## src/rtl/jtframe_68kbusarb.sv

```systemverilog
// jtframe_68kbusarb
// Hands the 68000 bus to one of N external masters (DMA, sprite copier,
// blitter) using the CPU BRn/BGn/BGACKn handshake. After every release the
// CPU keeps the bus for at least MINCPU cpu_cen pulses, and a master that
// holds the bus too long is forced off.
//
// Ports
//   clk      system clock
//   rst      asynchronous, active-high reset
//   cpu_cen  CPU clock enable; the FSM only moves when this is high
//   BGn      bus grant from the CPU (active low)
//   ASn      CPU address strobe (active low)
//   BRn      bus request to the CPU (active low, registered)
//   BGACKn   bus grant acknowledge to the CPU (active low, registered)
//   req      per-master request level, held until the master is done
//   done     per-master release strobe, one clk wide
//   gnt      one-hot grant, at most one bit set
//   timeout  one clk pulse when a master is forcibly released
module jtframe_68kbusarb #(
  parameter int N       = 2,
  parameter int MINCPU  = 4,
  parameter int MAXHOLD = 255,
  parameter int HW      = 8
) (
  input  logic         clk,
  input  logic         rst,
  input  logic         cpu_cen,
  input  logic         BGn,
  input  logic         ASn,
  output logic         BRn,
  output logic         BGACKn,
  input  logic [N-1:0] req,
  input  logic [N-1:0] done,
  output logic [N-1:0] gnt,
  output logic         timeout
);

  localparam int IW = (N > 1) ? $clog2(N) : 1;

  localparam logic [1:0] IDLE = 2'd0;
  localparam logic [1:0] REQ  = 2'd1;
  localparam logic [1:0] OWN  = 2'd2;
  localparam logic [1:0] REL  = 2'd3;

  localparam logic [HW-1:0] HOLD_LIM  = (MAXHOLD == 0) ? '0 : HW'(MAXHOLD - 1);
  localparam logic [HW-1:0] GUARD_INI = HW'(MINCPU);

  logic [1:0]    state;
  logic [HW-1:0] guard;
  logic [HW-1:0] hold;
  logic [IW-1:0] last;
  logic [IW-1:0] cur;
  logic          done_seen;
  logic          done_now;
  logic [IW-1:0] win_idx;
  logic [N-1:0]  win_oh;
  logic          found;

  // Round-robin pick: scan starting one past the last owner, wrapping round.
  always_comb begin
    win_idx = last;
    found   = 1'b0;
    for (int i = 1; i <= N; i++) begin
      if (!found && req[(int'(last) + i) % N]) begin
        found   = 1'b1;
        win_idx = IW'((int'(last) + i) % N);
      end
    end
    win_oh = N'(1) << win_idx;
  end

  // done is only one clk wide, so a strobe that lands between enables is
  // remembered until the next cpu_cen.
  assign done_now = done_seen | (|(done & gnt));

  // Bus handshake FSM. gnt drops on the OWN->REL edge and BGACKn rises one
  // enable later, so the master is already off the bus when the CPU gets it
  // back. timeout is the only output that clears on a plain clk edge.
  always_ff @(posedge clk or posedge rst) begin
    if (rst) begin
      state     <= IDLE;
      BRn       <= 1'b1;
      BGACKn    <= 1'b1;
      gnt       <= '0;
      timeout   <= 1'b0;
      guard     <= '0;
      hold      <= '0;
      last      <= '0;
      cur       <= '0;
      done_seen <= 1'b0;
    end else begin
      timeout   <= 1'b0;
      done_seen <= (state == OWN && !cpu_cen) ? done_now : 1'b0;
      if (cpu_cen) begin
        case (state)
          IDLE: begin
            if (|req && guard == '0) begin
              state <= REQ;
              BRn   <= 1'b0;
            end else if (guard != '0) begin
              guard <= guard - 1'b1;
            end
          end
          REQ: begin
            if (req == '0) begin
              state <= IDLE;
              BRn   <= 1'b1;
            end else if (!BGn && ASn && BGACKn) begin
              state  <= OWN;
              BGACKn <= 1'b0;
              BRn    <= 1'b1;
              gnt    <= win_oh;
              cur    <= win_idx;
              hold   <= '0;
            end
          end
          OWN: begin
            if (hold != '1) hold <= hold + 1'b1;
            // A normal release wins over a timeout on the same enable.
            if (done_now || !req[cur]) begin
              state <= REL;
              gnt   <= '0;
            end else if (MAXHOLD != 0 && hold == HOLD_LIM) begin
              state   <= REL;
              gnt     <= '0;
              timeout <= 1'b1;
            end
          end
          default: begin
            BGACKn <= 1'b1;
            last   <= cur;
            guard  <= GUARD_INI;
            state  <= IDLE;
          end
        endcase
      end
    end
  end

endmodule
```

## config.mk

```make
export PLATFORM = sky130hd
export DESIGN_NAME = jtframe_68kbusarb
export DESIGN_NICKNAME = d
export VERILOG_FILES = /design/src/rtl/jtframe_68kbusarb.sv
export SDC_FILE = /design/constraint.sdc
export NUM_CORES = 1
export LEC_CHECK = 0
export CORE_MARGIN = 5
export CORE_UTILIZATION = 55
export CTS_CLUSTER_SIZE = 28
export DETAILED_ROUTE_END_ITERATION = 12
export PLACE_DENSITY = 0.77
export SYNTH_ARGS = -nofsm -noshare
export SYNTH_HDL_FRONTEND = slang
export SYNTH_SLANG_ARGS = --single-unit
```

## constraint.sdc

```tcl
create_clock -name clk -period 3.75 [get_ports clk]
set_input_delay 1.125 -clock clk [delete_from_list [all_inputs] [get_ports clk]]
set_output_delay 1.125 -clock clk [all_outputs]
set_load 0.03 [all_outputs]
```

Word-level counts from Yosys, hierarchy flattened
Index checks and enable logic that the tools add are counted.
{"block": "classes", "addsub": 4, "magnitude_cmp": 3, "eq_ne": 12, "n_shift": 1, "muxes": 41, "bitwise": 8, "reduce_logical": 29}
{"operator": "$mux W8", "n": 5}
{"operator": "$pmux W8 S2", "n": 2}
{"operator": "$mux W1", "n": 21}
{"operator": "$reduce_and A4 Y1", "n": 5}
{"operator": "$mux W2", "n": 9}
{"operator": "$ne A2 B2 Y1 const B", "n": 5}
{"operator": "$reduce_and A5 Y1", "n": 2}
{"operator": "$add A8 B1 Y8 const B", "n": 1}
{"operator": "$eq A8 B8 Y1 const B", "n": 1}
{"operator": "$logic_not A8 Y1", "n": 1}
{"operator": "$ne A8 B8 Y1 const B", "n": 1}
{"operator": "$reduce_bool A8 Y1", "n": 1}
{"operator": "$reduce_or A2 Y1", "n": 4}
{"operator": "$sub A8 B1 Y8 const B", "n": 1}
{"operator": "$lt A2 B3 Y1 const B", "n": 2}
{"operator": "$pmux W2 S3", "n": 1}
{"operator": "$logic_and A1 B1 Y1", "n": 5}
{"operator": "$logic_not A1 Y1", "n": 4}
{"operator": "$logic_not A2 Y1", "n": 2}
{"operator": "$not A1 Y1", "n": 4}
{"operator": "$pmux W1 S2", "n": 2}
{"operator": "$pmux W2 S2", "n": 1}
{"operator": "$reduce_bool A2 Y1", "n": 2}
{"operator": "$ne A3 B1 Y1 const B", "n": 1}
{"operator": "other kinds (13)", "n": 15}
{"block": "totals", "register_bits": 26, "in_bits": 9, "output_inout_bits": 5, "elab_cells": 108}

Depth between registers and ports, before layout
{"block": "logic_depth", "word_depth": 13, "mapped_depth": 8, "mapped_depth_nobuf": 7}

Worst setup path before layout
No wires, ideal clock.
{"block": "synth_timing", "path_kind": "input to register", "startpoint": "input port BGn", "endpoint": "register hold[7]", "setup_time_ns": 0.078, "arrival_ns": 2.321, "required_time_ns": 3.672, "slack_ns": 1.351, "cell_stages": 5, "n_path_buf": 0, "path_cell_list": "nand3b_1 o21ai_2 nand3_2 or4_1 a21oi_1"}
{"block": "synth_between", "elab_chain_cells": 5}
{"element": "start: declaration", "line_no": "28", "source": "input logic BGn,"}
{"element": "$logic_not A1 Y1", "line_no": "108", "source": "end else if (!BGn && ASn && BGACKn) begin"}
{"element": "$logic_and A1 B1 Y1 (2 in a row)", "line_no": "108"}
{"element": "$ne A2 B2 Y1 (no line)"}
{"element": "$reduce_and A5 Y1 (no line)"}
{"element": "end signal: assignment", "line_no": "118", "source": "if (hold != '1) hold <= hold + 1'b1;"}
{"element": "end: declaration", "line_no": "50", "source": "logic [HW-1:0] hold;"}
Every way passes these cells.
A chain may end at the register's enable or synchronous reset.

Worst setup path after layout
{"block": "layout_timing", "startpoint": "input port cpu_cen", "endpoint": "register guard[7]"}
{"block": "layout_between", "elab_chain_cells": 1}
{"element": "start: declaration", "line_no": "27", "source": "input logic cpu_cen,"}
{"element": "$reduce_and A4 Y1 (no line)"}
{"element": "end signal: assignment", "line_no": "101", "source": "guard <= guard - 1'b1;"}
{"element": "end: declaration", "line_no": "49", "source": "logic [HW-1:0] guard;"}
Every way passes these cells.

==> flow_metrics.tcl <==
set metrics [dict create \
    initial_core_util_pct 58.83 \
    fin_skew_ns 0.003363 \
    cts_buffer_depth 2 \
    rows 18 \
    pwr-share-seq_pct 40.0 \
    pwr-share-comb_pct 49.8 \
    cts_resized 0 \
    tritoncts "done" \
    utilization_pct 66.42 \
    drc 0 \
    vias 1132 \
    root_buffer "clkbuf_4" \
    die_y_um 61.94 \
    p_switching_uw 488.1 \
    crit_chain "clkdlybuf4s50_1, nand2b_1, a31oi_4, nand4b_1, or4_1, a21oi_1" \
    maxSlewViolCount 0 \
    wl_met1_um 1320 \
    yosysSeqAreaShare_pct 44.01 \
    final_net_count 179 \
    synth.cell_area_um2 1484 \
    ys_ff_latch 26 \
    post_drt_wl_per_cell_um 14.80 \
    synth.avg_cell_area_um2 10.23 \
    synth_cells 145 \
    period_share_pct 72.24 \
    setup_viol 0 \
    synth_nets 162 \
    wl_met2_um 1398 \
    crit_path_start_kind "input pin" \
    fin_crit_ns 2.709 \
    switching_share_pct 42.59 \
    power_density_nw_per_um2 684.0 \
    cap_violations 0 \
    wirelength_um 2826 \
    io_buffers 13 \
    hp-class "reg2reg" \
    synth_top_area_share_pct 40.47 \
    required_ns 3.98 \
    endpoint_kind "flop" \
    synth_common_cells "dfrtp_1 (24), nor2_1 (17), nand2_1 (11)" \
    final_layout_size_suffix_gt1_share_pct 13.04 \
    clk_pin_slew_worst_paths_ns 0.13 \
    gp_congestion 0.8383 \
    ys_types 39 \
    area_growth_pct 12.90 \
    die_w_um 61.94 \
    antenna-diode-count 0 \
    yosysMostFrequentCell "dfrtp_1" \
    p_int_uw 657.9 \
    clock_latency_ns 0.30 \
    rsz0062_at_grt "false" \
    die_area_um2 3837 \
    via_per_inst 5.927 \
    max-slew-margin-rel_pct 35.72 \
    worst-setup-path-type "in2reg" \
    overflow 0 \
    clkPwrFrac_pct 10.2 \
    netlist_top_cells_area "dfrtp_1 (40%), ha_1 (6.7%), xor2_1 (4.7%)" \
    route.top_layer_used "met4" \
    antenna_left 0 \
    grt_usage_pct 16.69 \
    max_freq_ghz 0.3692 \
    antenna_found_initial 0 \
    grt_pass1_wl_um 4733 \
    worstMarginPinSlew_ns 0.9632 \
    dp_hpwl_um 2211 \
    met3_length_um 80 \
    synth_ff_type "dfrtp_1" \
    crit_slowest_cell "clkdlybuf4s50_1" \
    status "complete, no violations" \
    critPathArrivalTime_ns 2.94 \
    numCtsBuffers 3 \
    final_hold_viol_count 0 \
    core_um2 2522 \
    hold_buffers 0 \
    dr.pass1.iters 4 \
    yosysWarningCount 0 \
    synth_edf_count 0 \
    power_leakage_nw 0.7226 \
    ios 14 \
    post_cts_buffers 0 \
    clock_sinks 26 \
    grt_max_degree 27 \
    cp_max_fo 9 \
    synth-async-reset-ratio_pct 100.0 \
    yosys.area.top_type "dfrtp_1" \
    drt_iter0_markers 69 \
    grt_pass1_vias 1062 \
    fin_setup_tns_ns 0 \
    max_stage_delay_ns 0.59 \
    vdd_drop_max_mv 0.5170 \
    h-tree-depth 1 \
]
## cells by family (layout without fill, tap and decap cells)
kind of cell	count (synthesis)	in the layout	synth area share [%]
flops	26	26	44.01
buf+inv	11	27	2.951
mux	6	6	4.806
fa+ha+maj	8	8	6.746
xor+xnor	8	8	4.722
simple gates	63	63	24.28
compound gates	23	23	12.48
## through the flow
stage / power [mW] / std cells / area [um^2] / hold slack (ns) / setup slack, ns
final: 1.146 / 191 / 1675 / 0.5585 / 1.041
after global routing: 1.249 / 191 / 1675 / 0.5957 / 0.9501
after CTS: 1.158 / 191 / 1675 / 0.5565 / 1.067
after floorplan: 0.8832 / 145 / 1484 / 0.4967 / 1.351
after global placement: 1.006 / 187 / 1649 / 0.5121 / 0.7719
after detailed placement: 1.034 / 187 / 1649 / 0.5243 / 0.7221
## flip-flops by register name, indices dropped and copies added, names as in the netlist
name / cells
BGACKn: 1
hold: 8
cur: 1
timeout: 1
gnt: 2
guard: 8
done_seen: 1
last: 1
BRn: 1
state: 2
## power groups by stage
stage                     sequential (mW)  clock, mW  combinational [mW]
after floorplan                     0.490          0               0.393
after global placement              0.461          0               0.545
after detailed placement            0.464          0               0.570
after CTS                           0.459      0.126               0.573
after global routing                0.474      0.140               0.635
final                               0.459      0.116               0.571
## per-layer routing
layer,track usage [%],vias to the layer above
li1,-,556
met2,26.92,26
met3,2.479,4
met4,5.455,0
met1,22.96,546
met5,0,-
## placed cells by master, fill, tap and decap left out, drive strengths merged
cell type / n
o21ai: 7
a311oi: 1
a21oi: 4
and3: 1
nand4: 4
nand3b: 4
o31ai: 2
nand2b: 3
or4: 4
clkdlybuf4s50: 13
nand3: 8
nor4: 2
nor2b: 1
buf: 1
a22o: 1
o211ai: 2
and4: 2
dfrtp: 24
nand4b: 1
xor2: 8
inv: 9
a41oi: 1
mux2: 6
nor2: 17
nor3b: 2
a221oi: 2
dfstp: 2
nand2: 12
ha: 8
clkbuf: 4
nor3: 2
a31oi: 3
## layout make-up
type | instances | area (um^2)
well taps | 30 | 37.54
clock buffers | 4 | 26.28
flip-flops and latches | 26 | 653.1
repair buffers | 14 | 137.6
inverters | 9 | 33.78
multi-input cells | 108 | 787.0
fillers | 207 | 847.1
## path summary, 6_finish.rpt
check                          from       end  slack (ns)  depth (start not counted)
min in group asynchronous       rst  guard[7]        1.32                          2
max in group asynchronous       rst   hold[1]        1.85                          2
min reg2reg                    last      last        0.56                          1
max reg2reg                state[0]  guard[7]        1.53                          7
min                            last      last        0.56                          1
max                         cpu_cen  guard[7]        1.04                          6
## critical path, delay by kind of cell
family | cells | cell delay [ns]
AND/OR/NAND/NOR | 3 | 0.78
AO/OA/AOI/OAI | 2 | 0.45
buffers and inverters | 1 | 0.59
Power figures use the tool's default switching activity.
==> variant 1, RTL diff (config.mk and constraints unchanged) <==
`N`: 2 -> 4.
--- a/src/rtl/jtframe_68kbusarb.sv
+++ b/src/rtl/jtframe_68kbusarb.sv
@@ -18,5 +18,5 @@
 //   timeout  one clk pulse when a master is forcibly released
 module jtframe_68kbusarb #(
-  parameter int N       = 2,
+  parameter int N       = 4,
   parameter int MINCPU  = 4,
   parameter int MAXHOLD = 255,
Ports: changed (resized done, gnt and req); port bits go from 14 to 20. The function was not compared with the original's and may differ.
==> variant 1 against the unedited design <==
Register-to-register slack got worse by 0.12 ns; fmax is 5.0% lower; sequential share of layout area fell by 2.7 points; sequential cell count is 4 higher; area after synthesis rose by 22%; worst setup slack worse by 0.14 ns; critical endpoint is now gnt[0]; routed wire length up 41%; design area grew 24%; global-route usage up 2.4 points; synthesized cell count rose by 28%; clock skew grew 0.022 ns; core utilization is 0.52 points higher; largest cell class unchanged; power grew 29%.
==> variant 1: results (changes against the unedited design) <==
- CTS clock-pin slew for the worst setup and hold paths: 0.09 ns (was 0.13 ns)
- Area occupied by multi-input gates: 989.7 um^2 (was 787.0 um^2)
- Avg Synthesized Cell Area: 9.700 um^2 (was 10.23 um^2)
- Status: finished, final reports clean (unchanged)
- FF-to-FF setup slack: 1.41 ns (was 1.53 ns)
- Hold WS: 0.4963 ns (was 0.5585 ns)
- M1 WL: 1750 um (was 1320 um)
- WP data arrival: 3.08 ns (was 2.94 ns)
- Buffering overhead: 9.518% (was 8.215%)
- CTS buffer count: 5 (was 3)
- Buffers, non-clock: 20 (was 14)
- Routed wire per std cell: 15.83 um (was 14.80 um)
- # clk buffers: 6 (was 4)
- # H-tree levels: 2 (was 1)
- Seq_cells: 30 (was 26)
- Top Registers: guard (8), hold (8), gnt (4) (was guard (8), hold (8))
- First-pass GRT wire length: 6465 um (was 4733 um)
- Hold_sp: hold[4] (was last)
- Crit Reg-Reg Endpoint: gnt[0] (was guard[7])
- Leak pwr: 0.8913 nW (was 0.7226 nW)
- Netlist cell types: 43 (was 39)
- Clock skew: 0.02496 ns (was 0.003363 ns)
- Count of multi-input gates: 142 (was 108)
- Routability cong.: 0.8637 (was 0.8383)
- Vias: 1518 (was 1132)
- Flop pwr share: 37.6% (was 40.0%)
- Fillers: 279 (was 207)
- Clk cell area share: 2.470% (was 1.568%)
-- variant 1: cell count changes in the layout (fill, tap and decap cells not counted), moves of 4 or more --
cell and delta:
nor2_1 -7, o21ai_0 +7, clkdlybuf4s50_1 +6, nand2_1 +6
a21oi_1 +5, a22o_1 +4, dfrtp_1 +4, o31ai_1 +4
xor2_1 -4
-- variant 1: logic make-up after synthesis --
logic type / Yosys count / synth area share [%]
compound gates: 46 / 16.85
xor+xnor: 6 / 2.913
fa+ha+maj: 8 / 5.548
buf+inv: 14 / 3.398
flops: 30 / 41.75
mux: 13 / 8.738
simple gates: 69 / 20.80
-- variant 1: stage by stage --
stage	total power, mW	setup slack, ns	utilization, %
after floorplan	1.089	1.064	-
after global placement	1.247	0.6042	65.28
after detailed placement	1.295	0.5532	65.28
after CTS	1.483	0.9052	66.94
after global routing	1.584	0.8466	66.94
final	1.479	0.8987	66.94
==> variant 2, RTL diff (config.mk and constraints unchanged) <==
Made on the original files. Register the output `timeout` once more; this adds one clock of latency there. The other outputs are not delayed to match.
--- a/src/rtl/jtframe_68kbusarb.sv
+++ b/src/rtl/jtframe_68kbusarb.sv
@@ -46,4 +46,6 @@
   localparam logic [HW-1:0] GUARD_INI = HW'(MINCPU);
 
+  logic timeout_s0;
+
   logic [1:0]    state;
   logic [HW-1:0] guard;
@@ -83,5 +85,5 @@
       BGACKn    <= 1'b1;
       gnt       <= '0;
-      timeout   <= 1'b0;
+      timeout_s0 <= 1'b0;
       guard     <= '0;
       hold      <= '0;
@@ -90,5 +92,5 @@
       done_seen <= 1'b0;
     end else begin
-      timeout   <= 1'b0;
+      timeout_s0 <= 1'b0;
       done_seen <= (state == OWN && !cpu_cen) ? done_now : 1'b0;
       if (cpu_cen) begin
@@ -124,5 +126,5 @@
               state   <= REL;
               gnt     <= '0;
-              timeout <= 1'b1;
+              timeout_s0 <= 1'b1;
             end
           end
@@ -138,3 +140,7 @@
   end
 
+  always_ff @(posedge clk) begin
+    timeout <= timeout_s0;
+  end
+
 endmodule
Behaviour: no difference found for any inputs over 10 cycles, from zero or initial values and one cycle with rst high; that may be too few to reach the edited logic, so the function may still have changed.
==> variant 2 against the unedited design <==
Clock skew is 0.0025 ns lower; power rose by 8.9%; design area increased by 9.9%; first-iteration DRC count grew 4.3%; via count is 20% higher; area after synthesis increased by 12%; worst setup slack got worse by 0.0019 ns; routed wire length is 19% higher; sequential cell count up 1; non-clock buffer count unchanged; critical path depth is 1 lower; core utilization decreased by 4.6 points.
==> variant 2: results (changes against the unedited design) <==
- Tot GR Track Use: 17.22% (was 16.69%)
- First-pass GRT wire length: 5789 um (was 4733 um)
- Leak pwr: 0.8354 nW (was 0.7226 nW)
- Vias per cell: 6.196 (was 5.927)
- Routability cong.: 0.8506 (was 0.8383)
- Hpwl dp: 2574 um (was 2211 um)
- Layout cell share with drive strength beyond 1: 9.677% (was 13.04%)
- Hold Crit Class: flip-flop to flip-flop (unchanged)
- Non-filler cells, final: 219 (was 191)
- Area delta synth->final: 11.18% (was 12.90%)
- CTS clock-pin slew for the worst setup and hold paths: 0.15 ns (was 0.13 ns)
- Netlist cell types: 51 (was 39)
- Clock skew: 0.0008508 ns (was 0.003363 ns)
- Async set or reset register ratio after synthesis: 96.30% (was 100.0%)
- Commonest cells in the netlist: 24 x dfrtp_1, 16 x nand2_1, 12 x inv_1 (was 24 x dfrtp_1, 17 x nor2_1, 11 x nand2_1)
- WP data arrival: 2.97 ns (was 2.94 ns)
- Switch Pwr: 0.5594 mW (was 0.4881 mW)
- Status: finished, final reports clean (unchanged)
- Fillers: 260 (was 207)
- Detailed router's first-iteration violation count: 72 (was 69)
- Worst slack at placement: 0.7192 ns (was 0.7221 ns)
- Top delay family on crit path: buffers and inverters (was simple AND/OR/NAND/NOR gates)
- Synth area leaders: dfrtp_1 36%, ha_1 6.0%, mux2i_1 4.8% (was dfrtp_1 40%, ha_1 6.7%, xor2_1 4.7%)
- Syn_nets: 190 (was 162)
- Vias in the first global route: 1327 (was 1062)
- Cell Area, Placed: 1815 um^2 (was 1649 um^2)
- Clk_lat worst skew: 0.32 ns (was 0.30 ns)
- Crit-path max cell delay: 0.71 ns (was 0.59 ns)
- Peak supply drop: 0.0003257 V (was 0.0005170 V)
- Worst slew pin tran: 0.5328 ns (was 0.9632 ns)
variant 2: cell count changes after synthesis, sizes merged, moves of 3 or more:
| cell | before | now |
|---|---|---|
| nand3b | 4 | 0 |
| nor2 | 17 | 10 |
| nor3 | 2 | 6 |
| or3 | 0 | 4 |
| mux2i | 0 | 8 |
| clkbuf | 0 | 4 |
| or4 | 4 | 1 |
| nand2b | 3 | 7 |
| xor2 | 8 | 1 |
| nand2 | 12 | 16 |
| o21ai | 7 | 11 |
| inv | 9 | 12 |
variant 2: power by group through the flow:
stage	Sequential [mW]	Clock, mW	Combinational, mW
3_3_place_gp	0.478	0	0.618
2_1_floorplan	0.499	0	0.445
6_report	0.480	0.127	0.641
3_5_place_dp	0.486	0	0.638
4_1_cts	0.479	0.131	0.642
5_1_grt	0.492	0.147	0.709
variant 2: cell type report:
class / count / area share (%)
multi-input cells: 129 / 49.86
repair buffers: 14 / 7.473
well taps: 33 / 2.242
clock buffers: 4 / 1.427
inverters: 12 / 2.446
flip-flops and latches: 27 / 36.55
variant 2: cells by family after synthesis:
| family | Yosys count | share of synthesized area, % |
|---|---|---|
| buffers and inverters | 17 | 3.927 |
| muxes | 14 | 9.139 |
| DFF | 27 | 40.63 |
| and+or+nand+nor | 65 | 22.06 |
| adders and majority gates | 8 | 6.043 |
| AOI/OAI and AO/OA | 41 | 17.67 |
| xor gates and xnor gates | 1 | 0.5288 |
variant 2: metal layers:
metal | global-route usage, % | up-vias | wire (um) | part of all wire (%)
met3 | 2.426 | 2 | 103 | 3.1
met1 | 22.20 | 669 | 1581 | 47
met5 | 0 | - | 0 | 0
li1 | - | 657 | - | -
met4 | 5.805 | 0 | 21 | 0.63
met2 | 29.37 | 29 | 1652 | 49
variant 2: path summary, 6_finish.rpt:
path	from	end	slack, ns	cells after the start
max	cpu_cen	guard[4]	1.04	5
min	timeout_s0	timeout	0.36	0
max reg2reg	guard[0]	state[0]	1.57	6
min reg2reg	timeout_s0	timeout	0.36	0
max in group asynchronous	rst	BGACKn	2.31	3
min in group asynchronous	rst	guard[0]	1.14	3
